$ cat src/rtl/alu_seq_ctrl.sv
// alu_seq_ctrl: single-button sequencer that owns the board ALU operand, opcode and result
// registers. Three debounced presses of enter load A, B and the opcode. The block then spends
// one settle cycle in EXEC, captures the ALU result and holds it in SHOW until the next enter
// press. A cancel press abandons a partly entered sequence.
//
// Ports:
//   i_clk, i_reset    clock and synchronous active-high reset
//   i_switch          operand/opcode value from the board switches
//   i_btn_enter       raw asynchronous enter button (active-high)
//   i_btn_cancel      raw asynchronous cancel button (active-high)
//   i_alu_result      combinational result from the ALU
//   o_a, o_b          registered operands driven to the ALU
//   o_opcode          registered opcode driven to the ALU
//   o_result          captured ALU result for the LEDs
//   o_result_valid    high while in SHOW
//   o_state           current sequencer state for the LEDs
module alu_seq_ctrl #(
  parameter int unsigned NB_DATA         = 8,
  parameter int unsigned NB_OPCODE       = 6,
  parameter int unsigned DEBOUNCE_CYCLES = 1000000,
  parameter int unsigned NB_DBCNT        = 20
) (
  input  logic                 i_clk,
  input  logic                 i_reset,
  input  logic [NB_DATA-1:0]   i_switch,
  input  logic                 i_btn_enter,
  input  logic                 i_btn_cancel,
  input  logic [NB_DATA-1:0]   i_alu_result,
  output logic [NB_DATA-1:0]   o_a,
  output logic [NB_DATA-1:0]   o_b,
  output logic [NB_OPCODE-1:0] o_opcode,
  output logic [NB_DATA-1:0]   o_result,
  output logic                 o_result_valid,
  output logic [2:0]           o_state
);

  typedef enum logic [2:0] {
    StLoadA  = 3'd0,
    StLoadB  = 3'd1,
    StLoadOp = 3'd2,
    StExec   = 3'd3,
    StShow   = 3'd4
  } state_e;

  // Button index 0 is enter, index 1 is cancel; both get identical conditioning.
  localparam int unsigned NumBtn = 2;
  localparam logic [NB_DBCNT-1:0] CntLast = NB_DBCNT'(DEBOUNCE_CYCLES - 1);
  localparam logic [NB_DBCNT-1:0] CntOne  = NB_DBCNT'(1);

  logic [NumBtn-1:0] btn_raw;

  logic [NumBtn-1:0]               meta_q;
  logic [NumBtn-1:0]               sync_q;
  logic [NumBtn-1:0]               level_q, level_d;
  logic [NumBtn-1:0]               level_dly_q;
  logic [NumBtn-1:0]               pulse_q;
  logic [NumBtn-1:0]               block_q, block_d;
  logic [NumBtn-1:0]               hold_meta_q;
  logic [NumBtn-1:0][NB_DBCNT-1:0] cnt_q, cnt_d;
  logic [1:0]                      vld_q;

  logic enter_pulse;
  logic cancel_pulse;

  state_e state_q, state_d;

  logic load_a;
  logic load_b;
  logic load_op;
  logic capture;

  logic [NB_DATA-1:0]   a_q;
  logic [NB_DATA-1:0]   b_q;
  logic [NB_OPCODE-1:0] opcode_q;
  logic [NB_DATA-1:0]   result_q;

  assign btn_raw = {i_btn_cancel, i_btn_enter};

  // ---------------------------------------------------------------------------
  // Button conditioning
  // ---------------------------------------------------------------------------

  // Samples the raw buttons even while reset is asserted, so that a button held across reset
  // can be recognised. It needs no reset: its value is only consumed during reset, by which
  // time it holds a real sample.
  always_ff @(posedge i_clk) begin
    hold_meta_q <= btn_raw;
  end

  always_comb begin
    level_d = level_q;
    block_d = block_q;
    cnt_d   = cnt_q;
    for (int i = 0; i < NumBtn; i++) begin
      if (block_q[i]) begin
        // The button was held through reset. The level stays low, and the counter instead
        // measures a stable release. Samples taken before the synchroniser has refilled after
        // reset are not trusted.
        if (!vld_q[1] || sync_q[i]) begin
          cnt_d[i] = '0;
        end else if (cnt_q[i] == CntLast) begin
          block_d[i] = 1'b0;
          cnt_d[i]   = '0;
        end else begin
          cnt_d[i] = cnt_q[i] + CntOne;
        end
      end else if (sync_q[i] == level_q[i]) begin
        cnt_d[i] = '0;
      end else if (cnt_q[i] == CntLast) begin
        level_d[i] = ~level_q[i];
        cnt_d[i]   = '0;
      end else begin
        cnt_d[i] = cnt_q[i] + CntOne;
      end
    end
  end

  always_ff @(posedge i_clk) begin
    if (i_reset) begin
      meta_q      <= '0;
      sync_q      <= '0;
      level_q     <= '0;
      level_dly_q <= '0;
      pulse_q     <= '0;
      cnt_q       <= '0;
      vld_q       <= '0;
      block_q     <= hold_meta_q;
    end else begin
      meta_q      <= btn_raw;
      sync_q      <= meta_q;
      level_q     <= level_d;
      level_dly_q <= level_q;
      pulse_q     <= level_q & ~level_dly_q;
      cnt_q       <= cnt_d;
      vld_q       <= {vld_q[0], 1'b1};
      block_q     <= block_d;
    end
  end

  assign enter_pulse  = pulse_q[0];
  assign cancel_pulse = pulse_q[1];

  // ---------------------------------------------------------------------------
  // Sequencer FSM
  // ---------------------------------------------------------------------------

  always_ff @(posedge i_clk) begin
    if (i_reset) begin
      state_q <= StLoadA;
    end else begin
      state_q <= state_d;
    end
  end

  // Cancel takes priority wherever it is honoured. In LOAD_A it is ignored, and EXEC always
  // completes.
  always_comb begin
    state_d = state_q;
    case (state_q)
      StLoadA: begin
        if (enter_pulse) state_d = StLoadB;
      end
      StLoadB: begin
        if (cancel_pulse)     state_d = StLoadA;
        else if (enter_pulse) state_d = StLoadOp;
      end
      StLoadOp: begin
        if (cancel_pulse)     state_d = StLoadA;
        else if (enter_pulse) state_d = StExec;
      end
      StExec: state_d = StShow;
      StShow: begin
        if (cancel_pulse || enter_pulse) state_d = StLoadA;
      end
      default: state_d = StLoadA;
    endcase
  end

  always_comb begin
    load_a  = 1'b0;
    load_b  = 1'b0;
    load_op = 1'b0;
    capture = 1'b0;
    case (state_q)
      StLoadA:  load_a  = enter_pulse;
      StLoadB:  load_b  = enter_pulse & ~cancel_pulse;
      StLoadOp: load_op = enter_pulse & ~cancel_pulse;
      StExec:   capture = 1'b1;
      default:  ;
    endcase
  end

  // ---------------------------------------------------------------------------
  // Operand, opcode and result registers
  // ---------------------------------------------------------------------------

  always_ff @(posedge i_clk) begin
    if (i_reset) begin
      a_q      <= '0;
      b_q      <= '0;
      opcode_q <= '0;
      result_q <= '0;
    end else begin
      if (load_a)  a_q      <= i_switch;
      if (load_b)  b_q      <= i_switch;
      if (load_op) opcode_q <= i_switch[NB_OPCODE-1:0];
      // The ALU sees only the registered operands, so the result is independent of the switches.
      if (capture) result_q <= i_alu_result;
    end
  end

  assign o_a            = a_q;
  assign o_b            = b_q;
  assign o_opcode       = opcode_q;
  assign o_result       = result_q;
  assign o_result_valid = (state_q == StShow);
  assign o_state        = state_q;

endmodule

$ cat config.mk
export PLATFORM = sky130hd
export DESIGN_NAME = alu_seq_ctrl
export DESIGN_NICKNAME = d
export VERILOG_FILES = /design/src/rtl/alu_seq_ctrl.sv
export SDC_FILE = /design/constraint.sdc
export NUM_CORES = 1
export LEC_CHECK = 0
export CORE_ASPECT_RATIO = 0.9
export CORE_UTILIZATION = 39
export CTS_CLUSTER_SIZE = 20
export DETAILED_ROUTE_END_ITERATION = 8
export SYNTH_ARGS = -nofsm -noshare
export SYNTH_HDL_FRONTEND = slang
export SYNTH_SLANG_ARGS = --single-unit
$ cat constraint.sdc
create_clock -name i_clk -period 3.4 [get_ports i_clk]
set_input_delay 0.34 -clock i_clk [delete_from_list [all_inputs] [get_ports i_clk]]
set_output_delay 0.34 -clock i_clk [all_outputs]
set_load 0.005 [all_outputs]
# Word level (Yosys, flattened, before mapping)

Cells that the tools add are included.

$add $sub $neg: 2
Equal/unequal tests: 12
Mux-type cells: 27
Bitwise gates (word level): 10
Reductions and logical operators: 8

Operator list:

| kind                                                                     | number |
|---|---|
| 20-bit 2-to-1 mux                                                        | 8 |
| 20-bit by 1-bit adder with 20-bit output (second input constant)         | 2 |
| 20-bit == test (second input constant)                                   | 2 |
| 3-bit 2-to-1 mux                                                         | 6 |
| 3-bit one-hot mux with 5 select lines                                    | 1 |
| 1-bit 2-to-1 mux                                                         | 11 |
| 1-bit NOT                                                                | 7 |
| 3-bit by 2-bit == test with 1-bit output (second input constant)         | 2 |
| 3-bit inequality test (second input constant)                            | 2 |
| 3-bit AND reduction                                                      | 2 |
| 4-bit AND reduction                                                      | 1 |
| 3-bit by 1-bit == test with 1-bit output (second input constant)         | 1 |
| 3-bit == test (second input constant)                                    | 1 |
| 3-bit zero test                                                          | 1 |
| 1-bit logical OR                                                         | 3 |
| 2-bit bitwise AND                                                        | 1 |
| 1-bit == test                                                            | 2 |
| 2-bit 2-to-1 mux                                                         | 1 |
| 2-bit by 1-bit inequality test with 1-bit output (second input constant) | 1 |
| 2-bit inequality test (second input constant)                            | 1 |
| 2-bit NOT                                                                | 1 |
| 1-bit bitwise AND                                                        | 1 |
| 1-bit zero test                                                          | 1 |

Bits in registers: 89
Bits of input ports: 20
Output and inout port bits: 34

# Depth between registers and ports, before layout

Word-level depth: 5
Depth in mapped cells: 7
Gate-level depth less buffers: 5

# Worst setup path before layout

OpenSTA, ideal clock, no wires.

Path kind: register to register
Start point: register cnt_q[0] (netlist bit)
End point: register cnt_q[18] (netlist bit)
Setup time: 70 ps
Data arrival time: 1,696 ps
Data required time: 3,330 ps
Path slack: 1,634 ps
Cell stages (with the launch flop): 7
Clock period less this slack: 1,766 ps
Path through: dfxtp_1 ha_1 nand2_1 or3_1 buf_2 or4_1 a21oi_1

Cells in the longest elaborated chain, start to end: 4

RTL lines:

| element                                                                    | line     | source |
|---|---|---|
| from (decl)                                                                | 59       | `logic [NumBtn-1:0][NB_DBCNT-1:0] cnt_q, cnt_d;` |
| from (signal assigned)                                                     | 134      | `cnt_q <= cnt_d;` |
| 20-bit by 1-bit adder with 20-bit output or 20-bit == test (tied branches) | n/a      |  |
| 20-bit 2-to-1 mux *                                                        | 101, 109 |  |
| 20-bit 2-to-1 mux, on equally long branches                                | 107, 99  |  |
| 20-bit 2-to-1 mux *                                                        | 95       | `if (block_q[i]) begin` |

Every way passes the cells marked *; elsewhere a longest branch is shown, timed or not.
A chain may end at the register's enable or synchronous reset.

# Worst setup path in the final report

Start point: register state_q[2], in the netlist o_state[2]
End point: output port o_result_valid

Cells in the longest elaborated chain, start to end: 1

RTL lines:

| element                | line | source |
|---|---|---|
| from (decl)            | 65   | `state_e state_q, state_d;` |
| from (signal assigned) | 149  | `state_q <= StLoadA;` |
| from (signal assigned) | 151  | `state_q <= state_d;` |
| 3-bit == test          | 216  | `assign o_result_valid = (state_q == StShow);` |
| to (decl)              | 33   | `output logic o_result_valid,` |

No other way between the ends.

==> metrics.cfg <==
[critical_path]
crit_family = buffers and inverters
slowest_delay_ps = 520
path_cells = and2_1 -> clkdlybuf4s50_1
end_kind = output port
cp_data_arrival_time_ps = 1570
critPathBufInv = 1
critPathKind = reg2out
cp.required_ps = 3060
crit_path_max_fanout = 8
crit_slowest_cell = clkdlybuf4s50_1
start_kind = register
r2r-start = cnt_q[0]$_SDFF_PP0_
crit_start = o_state[2]$_SDFFE_PP0P_

[clocking]
cts_hold_buf = 0
cts-resized-gates = 0
cts_sinks = 89
cts_tree = yes
cts.clk_slew.worst_paths_ps = 90
cts_root_buffer = clkbuf_8
cts_buffers = 9
cts_htree_levels = 3
insertion_delay_ps = 360
post_cts_buffers = 0
cts_buffer_depth = 2

[global_route]
busiest_layer = met2
grt_use_met2_pct = 24.44
grt_use_total_pct = 15.63
antenna_found_initial = 0
grt_max_degree = 34
use_met1_pct = 19.93
grtUsageMet3_pct = 4.528
grt_pass1_wl_um = 11720
overflow = 0
grt_pass1_vias = 2633

[timing]
layout_min_cycle_time_ps = 1911
fin_crit_sh_pct = 56.20
fmax_mhz = 523.3
rsz0062_at_grt = no
slew_headroom_pct = 50.37
setup-tns-final_ps = 0
whs_ps = 341.0
report.final.hold_viol_count = 0
skew_ps = 12.79
slew_viol_final = 0
tightest_slew_ps = 742.5
finalSetupViolations = 0

[finish]
final_cell_mix = dfxtp_1 (89), clkdlybuf4s50_1 (52), nand2_1 (46), nor2_1 (46), a21oi_1 (32)
area_growth_pct = 22.57
finalNetCount = 466
drive_gt1_share_pct = 5.568
final_common_cell = dfxtp_1
nFillCells = 889
num_antenna_cells = 0
post_layout_nonfiller_instances = 568

[yosys]
async_reset_ff_share_pct = 0
synth.area.mux_share_pct = 4.831
synth_edf_count = 0
syn-num-nets = 416
netlist_instances = 394
ys_top_cells_by_area = dfxtp_1 (50%), nand2_1 (4.9%), nor2_1 (4.9%)
yosysWarnings = 0
ys_seq_elements = 89
synth_largest_area_cell = dfxtp_1
synth-simple-area-share_pct = 26.76
synth_cell_types = 44
synth.avg_cell_area_um2 = 9.006
synth_compound_area_share_pct = 8.992
synth.top_cell.area_share_pct = 50.21
synth_area_mm2 = 0.003548
ys_seq_area_share_pct = 50.21
synth_flop_cell = dfxtp_1
synth-adder-area-share_pct = 0.7052
synth-xor-area-share_pct = 5.677
synth_top_family_by_area = simple AND/OR/NAND/NOR gates

[hold_path]
hp-class = in2reg
worstHoldStart = i_reset

[route]
antenna_left = 0
wirelength_um = 6908
drtPass1Iterations = 4
vias = 2863
drc = 0
wire_per_inst_um = 12.16
drt_iter0_markers = 150
vias_per_cell = 5.040

[power]
leakage_nw = 1.455
p_comb_share_pct = 3.0
ir_drop_mv = 0.2140
pwr-share-seq_pct = 60.1
clockPowerShare_pct = 36.8
internal_power_w = 0.001348
switchingPower_w = 0.0004075
swShare_pct = 23.22
powerDensity_mw_per_mm2 = 403.6

[die]
coreArea_mm2 = 0.008688
rows = 32
start_util_pct = 40.84
fp.dieH_um = 92.49
design.portCount = 54
fp.dieW_um = 102.5
die-area_mm2 = 0.009484

[run]
cap_violations = 0

[placed_design]
place_inst = 552
numPortBuffers = 53
gp_congestion = 0.8027
dp_hpwl_um = 4798

[outcome]
status = finished, final reports clean

==> flip-flops by register name, indices dropped and copies added (netlist names) <==
name,flops
o_opcode,6
meta_q,2
cnt_q,40
o_state,3
level_q,2
o_a,8
vld_q,2
sync_q,2
o_b,8
block_q,2
o_result,8
hold_meta_q,2
pulse_q,2
level_dly_q,2
==> worst paths after layout <==
| path | to | slack [ps] | depth (start not counted) |
|---|---|---|---|
| worst max-delay path | o_result_valid | 1490 | 2 |
| worst min-delay path | vld_q[1]$_SDFF_PP0_ | 340 | 2 |
| worst max register to register | cnt_q[18]$_SDFF_PP0_ | 1520 | 5 |
| worst min register to register | pulse_q[0]$_SDFF_PP0_ | 380 | 1 |
==> final cells by class <==
cell class | instances | area, um2 | share of cell area [%]
Sequential cell | 89 | 1782 | 40.97
Multi-Input combinational cell | 281 | 1667 | 38.32
Clock buffer | 9 | 123.9 | 2.848
Inverter | 7 | 26.28 | 0.6041
Tap cell | 119 | 148.9 | 3.423
Clock inverter | 7 | 53.80 | 1.237
Timing Repair Buffer | 56 | 548.0 | 12.60
==> kinds of logic after synthesis <==
kind of cell | count (synthesis)
xor gates and xnor gates | 23
AOI/OAI and AO/OA | 56
adders and majority gates | 2
DFF | 89
and+or+nand+nor | 183
buffers and inverters | 24
muxes | 17
==> routing by layer <==
| layer | part of all wire, % | vias up |
|---|---|---|
| met5 | 0 | - |
| met4 | 1.5 | 0 |
| met3 | 6.2 | 13 |
| met2 | 43 | 67 |
| met1 | 49 | 1310 |
| li1 | - | 1473 |
==> power by group through the flow <==
stage                     combinational, W  sequential (W)  clock [W]
after global placement           0.0000536         0.00108          0
after floorplan                  0.0000245         0.00108          0
final                            0.0000535         0.00106   0.000646
after detailed placement         0.0000539         0.00108          0
after CTS                        0.0000544         0.00106   0.000677
after global routing             0.0000586         0.00106   0.000722
==> synthesized netlist by cell type (all sizes together), types with 2 or more instances <==
library cell   n
xnor2         13
o31ai          4
ha             2
a21oi         32
o41ai          3
dfxtp         89
or4            4
nor2b         12
nand3b         2
nor4b          3
nand4b         2
or3           11
o21ai         11
nand3         22
xor2          10
nand4          7
nor2          46
and2           2
nor4           8
and3           2
inv            7
nor3b          3
and4           6
nor3           4
nand2         46
clkbuf        14
buf            3
mux2i         16
==> metrics by stage <==
step / area, um2 / setup slack [ps] / utilization (%) / power [W]
after detailed placement: 4172 / 1531 / 48.01 / 0.001134
after floorplan: 3548 / 1634 / - / 0.001103
after global routing: 4349 / 1361 / 50.06 / 0.001838
final: 4349 / 1489 / 50.06 / 0.001755
after global placement: 4172 / 1580 / 48.01 / 0.001133
after CTS: 4349 / 1465 / 50.06 / 0.001787
Power figures use the tool's default switching activity.
